$ cat config.mk
export PLATFORM = sky130hd
export DESIGN_NAME = receiver
export DESIGN_NICKNAME = d
export VERILOG_FILES = /design/src/rtl/receiver_pkg.sv /design/src/rtl/rx_sync_fifo.sv /design/src/rtl/receiver.sv
export SDC_FILE = /design/constraint.sdc
export NUM_CORES = 1
export LEC_CHECK = 0
export CAP_MARGIN = 20
export CELL_PAD_IN_SITES_DETAIL_PLACEMENT = 1
export CELL_PAD_IN_SITES_GLOBAL_PLACEMENT = 1
export CORE_ASPECT_RATIO = 1.25
export CORE_MARGIN = 1
export CORE_UTILIZATION = 25
export CTS_BUF_LIST = sky130_fd_sc_hd__clkbuf_8
export DETAILED_ROUTE_END_ITERATION = 10
export GPL_ROUTABILITY_DRIVEN = 0
export HOLD_SLACK_MARGIN = 0.08
export PLACE_DENSITY = 0.52
export SLEW_MARGIN = 40
export SYNTH_ARGS = -nofsm -noshare
export SYNTH_HDL_FRONTEND = slang
export SYNTH_SLANG_ARGS = --single-unit
$ cat constraint.sdc
create_clock -name clk -period 4.1 [get_ports clk]
set_input_delay 0.82 -clock clk [delete_from_list [all_inputs] [get_ports clk]]
set_output_delay 0.82 -clock clk [all_outputs]
set_load 0.02 [all_outputs]
$ cat src/rtl/receiver_pkg.sv
// receiver_pkg: shared defaults and the strobe-edge FSM state type
package receiver_pkg;
  localparam int DATA_W_DEF = 23;
  typedef enum logic {IDLE, LOW} state_t;
endpackage

$ cat src/rtl/rx_sync_fifo.sv
// rx_sync_fifo: show-ahead FIFO with registered head word that holds while empty
module rx_sync_fifo #(
  parameter int DATA_W = 23,
  parameter int DEPTH = 4,
  localparam int AW = $clog2(DEPTH),
  localparam int CW = $clog2(DEPTH + 1)
) (
  input  logic              clk,
  input  logic              i_rst_n,
  input  logic              i_push,
  input  logic [DATA_W-1:0] i_data,
  input  logic              i_pop,
  output logic [DATA_W-1:0] o_data,
  output logic              o_full,
  output logic              o_empty,
  output logic [CW-1:0]     o_count
);
  logic [DATA_W-1:0] r_mem [DEPTH];
  logic [AW-1:0] r_wr, r_rd;
  logic [CW-1:0] r_count;
  logic [DATA_W-1:0] r_data;
  logic w_wr, w_rd;
  logic [AW-1:0] w_rd_n;
  logic [CW-1:0] w_cnt_n;
  assign o_full  = r_count == CW'(DEPTH);
  assign o_empty = r_count == '0;
  assign o_count = r_count;
  assign o_data  = r_data;
  assign w_wr    = i_push & (~o_full | i_pop);
  assign w_rd    = i_pop & ~o_empty;
  assign w_rd_n  = r_rd + AW'(w_rd);
  assign w_cnt_n = r_count + CW'(w_wr) - CW'(w_rd);
  always_ff @(posedge clk) begin
    if (!i_rst_n) begin
      for (int i = 0; i < DEPTH; i++) r_mem[i] <= '0;
      r_wr    <= '0;
      r_rd    <= '0;
      r_count <= '0;
      r_data  <= '0;
    end else begin
      if (w_wr) r_mem[r_wr] <= i_data;
      r_wr    <= r_wr + AW'(w_wr);
      r_rd    <= w_rd_n;
      r_count <= w_cnt_n;
      // next head may be the word being written this very cycle
      if (w_cnt_n != '0) r_data <= (w_wr && w_rd_n == r_wr) ? i_data : r_mem[w_rd_n];
    end
  end
endmodule

$ cat src/rtl/receiver.sv
// receiver: captures GPI on each INTR falling edge into a FIFO drained by valid/ready
module receiver
  import receiver_pkg::*;
#(
  parameter int DATA_W = DATA_W_DEF,
  parameter int DEPTH = 4,
  parameter int SYNC_STAGES = 2,
  localparam int CW = $clog2(DEPTH + 1)
) (
  input  logic              clk,
  input  logic              reset,
  input  logic [DATA_W-1:0] GPI,
  input  logic              INTR,
  output logic [DATA_W-1:0] rx_data,
  output logic              rx_valid,
  input  logic              rx_ready,
  input  logic              clear_ovf,
  output logic              overflow,
  output logic [CW-1:0]     fifo_count
);
  logic w_intr_s;
  logic [DATA_W-1:0] w_gpi_s;
  state_t r_state, w_next;
  logic w_push, w_pop, w_full, w_empty, w_drop;
  logic r_ovf;
  generate
    if (SYNC_STAGES == 0) begin : g_nosync
      assign w_intr_s = INTR;
      assign w_gpi_s  = GPI;
    end else begin : g_sync
      logic [SYNC_STAGES-1:0] r_intr;
      logic [DATA_W-1:0] r_gpi [SYNC_STAGES];
      always_ff @(posedge clk) begin
        if (!reset) begin
          r_intr <= '1;
          for (int i = 0; i < SYNC_STAGES; i++) r_gpi[i] <= '0;
        end else begin
          r_intr[0] <= INTR;
          r_gpi[0]  <= GPI;
          for (int i = 1; i < SYNC_STAGES; i++) begin
            r_intr[i] <= r_intr[i-1];
            r_gpi[i]  <= r_gpi[i-1];
          end
        end
      end
      assign w_intr_s = r_intr[SYNC_STAGES-1];
      assign w_gpi_s  = r_gpi[SYNC_STAGES-1];
    end
  endgenerate
  always_ff @(posedge clk) r_state <= !reset ? IDLE : w_next;
  always_comb begin
    w_next = r_state;
    w_push = 1'b0;
    if (r_state == IDLE) begin
      w_push = ~w_intr_s;
      w_next = w_intr_s ? IDLE : LOW;
    end else begin
      w_next = w_intr_s ? IDLE : LOW;
    end
  end
  assign rx_valid = ~w_empty;
  assign w_pop    = rx_valid & rx_ready;
  assign w_drop   = w_push & w_full & ~w_pop;
  // a drop in the same cycle as clear_ovf keeps the flag set
  always_ff @(posedge clk) r_ovf <= !reset ? 1'b0 : w_drop ? 1'b1 : clear_ovf ? 1'b0 : r_ovf;
  assign overflow = r_ovf;
  rx_sync_fifo #(.DATA_W(DATA_W), .DEPTH(DEPTH)) u_fifo (
    .clk     (clk),
    .i_rst_n (reset),
    .i_push  (w_push),
    .i_data  (w_gpi_s),
    .i_pop   (w_pop),
    .o_data  (rx_data),
    .o_full  (w_full),
    .o_empty (w_empty),
    .o_count (fifo_count)
  );
endmodule

### Word-level counts from Yosys, hierarchy flattened

Memory sizes are Yosys's and may differ from the RTL's. A register that Yosys moved wholly into a read port is not among the register bits.
Cells that the tools add are included.

* $add $sub $neg: 4
* multipliers: 0
* div/mod/pow operators: 0
* order comparisons: 0
* equality and inequality tests: 1
* shift operators: 0
* multiplexer cells: 14
* bitwise logic cells: 12
* reduce and logical (&&, ||, !) cells: 5

Operators with widths (number)
* 23-bit two-way mux: 3
* 23-bit OR reduction: 1
* 1-bit two-way mux: 10
* 1-bit bitwise AND: 5
* 2-bit by 1-bit adder with 2-bit output: 2
* 1-bit NOT: 4
* 3-bit by 1-bit adder with 3-bit output: 1
* 3-bit == test (second input constant): 1
* 3-bit zero test: 1
* 1-bit bitwise OR: 3
* 3-bit nonzero test: 1
* 3-bit by 1-bit subtractor with 3-bit output: 1
* 2-bit two-way mux: 1
* 2-bit nonzero test: 1
* 1-bit zero test: 1

* bits in registers: 11
* latch bits: 0
* bits in writable memories: 138
* memory bits (read-only): 0
* input port bits: 28
* output and inout port bits: 28
* logic and storage cells: 44
* memories kept: 2

Memory list
* u_fifo.r_mem: depth 4, bits a word 23, rd ports 1, clocked after memory_dff 1, write ports 4, RTL line rx_sync_fifo.sv:18 `logic [DATA_W-1:0] r_mem [DEPTH];`
* g_sync.r_gpi: depth 2, bits a word 23, rd ports 2, clocked after memory_dff 0, write ports 2, RTL line receiver.sv:32 `logic [DATA_W-1:0] r_gpi [SYNC_STAGES];`

### Longest topological paths before layout

* depth in word-level cells: 10
* depth in mapped cells: 14
* depth with buffers taken out: 11

### Hierarchy

Synthesis repeated with hierarchy kept, for this count alone.

* cell total of the unflattened synthesis: 488
* area, all modules: 6781.5 um2

Modules (own cells, without submodules)
* rx_sync_fifo: times used 1, cells each 378, area each 5406.4 um2, sequential area each 3363.2 um2
* receiver: times used 1, cells each 110, area each 1375.1 um2, sequential area each 1001.0 um2

### Worst setup path before layout

OpenSTA, ideal clock, no wires.

* kind: input to register
* from: input port rx_ready
* to: memory u_fifo.r_mem[3][0], enable pin
* library setup time: 435 ps
* arrival: 2801 ps
* data required time: 3665 ps
* path slack: 864 ps
* cell stages on the path: 3
* buffers on the path: 0
* cells stage by stage: nor4b_4 > nand2b_1 > o21ai_0

RTL lines
* start, declared: RTL line receiver.sv:16 `input logic rx_ready,`
* end, declared: RTL line rx_sync_fifo.sv:18

### Worst setup path in the final report

* from: input port rx_ready
* to: register u_fifo.r_data[22] (netlist: u_fifo.o_data[22]), read port of u_fifo.r_mem

* cells in the longest elaborated chain, start to end: 6
* elaborated cells on any way between the ends: 8
* those cells by class: add/sub: 3; bitwise: 4; reduce/logical: 1

Ends and longest elaborated chain
* 1-bit bitwise AND *: RTL line receiver.sv:62 `assign w_pop = rx_valid & rx_ready;`
* 1-bit bitwise OR: RTL line rx_sync_fifo.sv:29 `assign w_wr = i_push & (~o_full | i_pop);`
* 1-bit bitwise AND: RTL line rx_sync_fifo.sv:29
* 3-bit by 1-bit adder with 3-bit output: RTL line rx_sync_fifo.sv:32 `assign w_cnt_n = r_count + CW'(w_wr) - CW'(w_rd);`
* 3-bit by 1-bit subtractor with 3-bit output: RTL line rx_sync_fifo.sv:32
* 3-bit nonzero test: RTL line rx_sync_fifo.sv:46 `if (w_cnt_n != '0) r_data <= (w_wr && w_rd_n == r_wr) ? i_data : r_mem[w_rd_n];`
* end, declared: RTL line rx_sync_fifo.sv:21 `logic [DATA_W-1:0] r_data;`

Mark *: on every way between the ends. The rest lies on a longest branch, timed or not.
A chain may end at the register's enable or synchronous reset.

==> out/results.md <==
| Metric | Value | Unit |
|---|---|---|
| Synthesis-to-finish area growth | 17.8 | % |
| Met3 wire length | 641 | um |
| Avg Vias per Cell | 4.38 | - |
| All-layer global routing usage | 13.4 | % |
| Yosys warning count | 0 | - |
| Max FO, Critical Path | 24 | - |
| Maximum achievable frequency | 308 | MHz |
| Critical Path End | u_fifo.o_data[22] | - |
| Share of power burned in combinational logic | 36.9 | % |
| RSZ-0062 raised after global routing | false | - |
| Most frequent cell after synthesis | and2_1 | - |
| Clk_skew | 0.0155 | ns |
| Worst r2r path cells | 13 | - |
| Final slew viol count | 0 | - |
| Routed len/inst | 18.4 | um |
| DP HPWL | 11700 | um |
| Startpoint type of the worst setup path | input port | - |
| Crit path capture type | register | - |
| Initial Utilization | 25.5 | % |
| Post-Place Cell Area | 8230 | sq um |
| Row Count | 69 | - |
| Cts bufs inserted | 17 | - |
| Proportion of synthesized flip-flops having asynchronous set or reset | 0 | % |
| Final hold violation count | 0 | - |
| Clk Latency, worst-skew pair | 0.47 | ns |
| Clock sinks | 172 | - |
| Critical Path AT | 3.65 | ns |
| Root cell of the clock tree | clkbuf_8 | - |
| Drt first-iter violations | 165 | - |
| Top cells by area in the synthesized netlist | edfxtp_1 38%, dfxtp_1 22%, and2_1 15% | - |
| Status | complete, no violations | - |
| Part of the power in the clock network | 21.5 | % |
| Post-Synthesis Cell Area | 7270 | sq um |
| Overall die width | 155 | um |
| Yosys top cell area share | 38.0 | % |
| Sum Neg Setup Slack | 0 | ns |
| Core region area | 28500 | sq um |
| Worst reg2reg endpoint | u_fifo.o_data[22] | - |
| Die Span Y | 193 | um |
| Worst setup slack for register-to-register paths | 1.02 | ns |
| Clock tree buffer depth | 2 | - |
| Final count of negative-setup-slack endpoints | 0 | - |
| Tmin final | 3.25 | ns |
| Level count of the clock H-tree | 4 | - |
| Overall routed net length | 18500 | um |
| Number of inserted diodes | 0 | - |
| Detailed route wirelength on metal2 | 9010 | um |
| I/O pins | 56 | - |
| DR DRC count | 0 | - |
| Slew @ Worst Pin | 0.607 | ns |
| Drt first pass iters | 4 | - |
| Kind of path behind the tightest hold check | reg2reg | - |
| Library cell occupying the most area in the post-synthesis netlist | edfxtp_1 | - |
| Smallest setup slack after layout | 0.851 | ns |
| Antenna violations before repair | 0 | - |
| Launch instance of the worst register-to-register path | u_fifo.o_count[1] | - |
| Commonest cells in the netlist | 179 x and2_1, 92 x edfxtp_1, 80 x dfxtp_1, 27 x inv_1 | - |
| Largest net degree at the start of global routing | 84 | - |
| Register clock-pin slew on the reported worst setup and hold paths | 0.09 | ns |
| Data required time of the critical path | 4.50 | ns |
| First-pass GRT wire length | 29000 | um |
| Number of filler cells placed in the layout | 3105 | - |
| Via Count | 4396 | - |
| Predominant post-synthesis flop cell | edfxtp_1 | - |
| Number of hold-repair buffers added at the cts stage | 0 | - |
| Total of cells resized after clock tree synthesis | 0 | - |
| Category of the critical setup timing path | in2reg | - |
| Yosys cell types | 38 | - |
| CP Launch Point | rx_ready | - |
| Relative max-transition margin | 59.6 | % |
| Post-synthesis average cell area | 12.4 | sq um |
| Number of enable-type register cells in the synthesized netlist | 92 | - |
| Flop and latch count out of synthesis | 172 | - |
| Cell area after layout | 8560 | sq um |
| Final clock period utilization by the worst path | 79.3 | % |
| Final-stage net count | 669 | - |
| Overall die area | 29800 | sq um |
| Final antenna-violating net count | 0 | - |
| Portion of total power attributed to sequential cells | 41.6 | % |
| Cell-internal power | 3160 | uW |
| Detailed-route wire length on metal 1 | 8360 | um |
| Clock tree from TritonCTS | done | - |
| Net Switching | 1760 | uW |
| Leakage power | 0.00309 | uW |
| Switching fraction of total power | 35.8 | % |
| Max rail drop VDD | 0.315 | mV |
| Post-Syn Nets | 621 | - |
| Buffers inserted during post-CTS setup optimization | 0 | - |
| Number of max-capacitance violations reported | 0 | - |
| Share of post-route cells with drive strength above 1 | 12.5 | % |
| Via count of the first global-routing pass | 4923 | - |
| Part of the Yosys area used for sequential elements | 60.0 | % |
| Number of port buffers | 55 | - |
| Top routing layer in use | met4 | - |
| Ratio of total power to cell area | 575 | nW/um^2 |
| Number of cells produced by synthesis | 588 | - |
| Worst setup slack before clock tree synthesis | 0.327 | ns |
| Total gr overflow | 0 | - |
-- how the worst min path moves through the flow --
stage                           startpoint          endpoint  cells past startpoint
after floorplan           g_sync.r_intr[0]  g_sync.r_intr[1]                      1
after global placement    g_sync.r_intr[0]  g_sync.r_intr[1]                      1
after detailed placement  g_sync.r_intr[0]  g_sync.r_intr[1]                      1
after CTS                 g_sync.r_intr[0]  g_sync.r_intr[1]                      1
after global routing      g_sync.r_intr[0]  g_sync.r_intr[1]                      1
final                     g_sync.r_intr[0]  g_sync.r_intr[1]                      1
-- metrics by stage --
stage	util, %	hold slack (ns)	total power [uW]	cells
floorplan	-	0.386	3390	588
global placement	28.8	0.404	3890	970
detailed placement	28.9	0.399	3940	972
CTS	30.0	0.436	5020	1004
global route	30.1	0.453	5230	1004
finish	30.1	0.423	4920	1004
-- cell families after synthesis --
family	count (synthesis)	synth area share, %
xor gates and xnor gates	5	1.22
AOI/OAI and AO/OA	51	4.13
adders and majority gates	5	0.964
DFF	172	60.0
and+or+nand+nor	261	22.1
buffers and inverters	71	4.41
muxes	23	7.13
-- layout by cell type (no fill, tap or decap), types with 2 or more instances in the layout --
cell               n
clkbuf_8          20
clkinv_2           5
dfxtp_1           80
nand2_1           24
and2_1           179
ha_1               4
buf_4             12
buf_12             2
inv_1             31
and3b_1            2
nor4_2             2
nor4_1            23
and2_0            12
nand2b_1           7
mux4_2            23
edfxtp_1          92
nor2_1             5
buf_8              2
o21ai_1           23
a31oi_1           23
clkdlybuf4s50_1   54
-- flip-flops by register name, summed over array words and instances, names as in the netlist --
register	count
r_state	1
u_fifo.r_wr	2
u_fifo.o_count	3
u_fifo.r_rd	2
overflow	1
u_fifo.o_data	23
g_sync.r_intr	2
u_fifo.r_mem	92
g_sync.r_gpi	46
-- final cells by class --
cell class,instances,area (sq um),area share (%)
inverter,28,105,1.23
clock inverter,12,57.6,0.672
timing repair buffer,72,717,8.37
multi-input combinational,345,2600,30.4
clock buffer,20,275,3.21
tap,355,444,5.19
sequential,172,4360,51.0
-- critical path, cell delays in order --
cell	delay, ns
clkdlybuf4s50_1	0.45
nor4b_4	0.38
nand2b_1	0.18
inv_1	0.08
ha_1	0.19
inv_1	0.06
fa_1	0.42
nand2b_1	0.10
buf_4	0.28
o21a_1	0.17
buf_4	0.27
nand2_1	0.09
o21ai_1	0.13
-- power groups by stage --
stage | Clock, uW | Combinational [uW] | Sequential, uW
2_1_floorplan | 0 | 1250 | 2140
3_3_place_gp | 0 | 1810 | 2090
3_5_place_dp | 0 | 1850 | 2090
4_1_cts | 1120 | 1850 | 2050
5_1_grt | 1180 | 1990 | 2070
6_report | 1060 | 1820 | 2050
-- per-layer routing --
layer / vias up / global-route usage [%]
met5: - / 0
li1: 2109 / -
met3: 27 / 2.94
met4: 0 / 5.45
met2: 95 / 22.7
met1: 2165 / 16.5
Power figures use the tool's default switching activity.
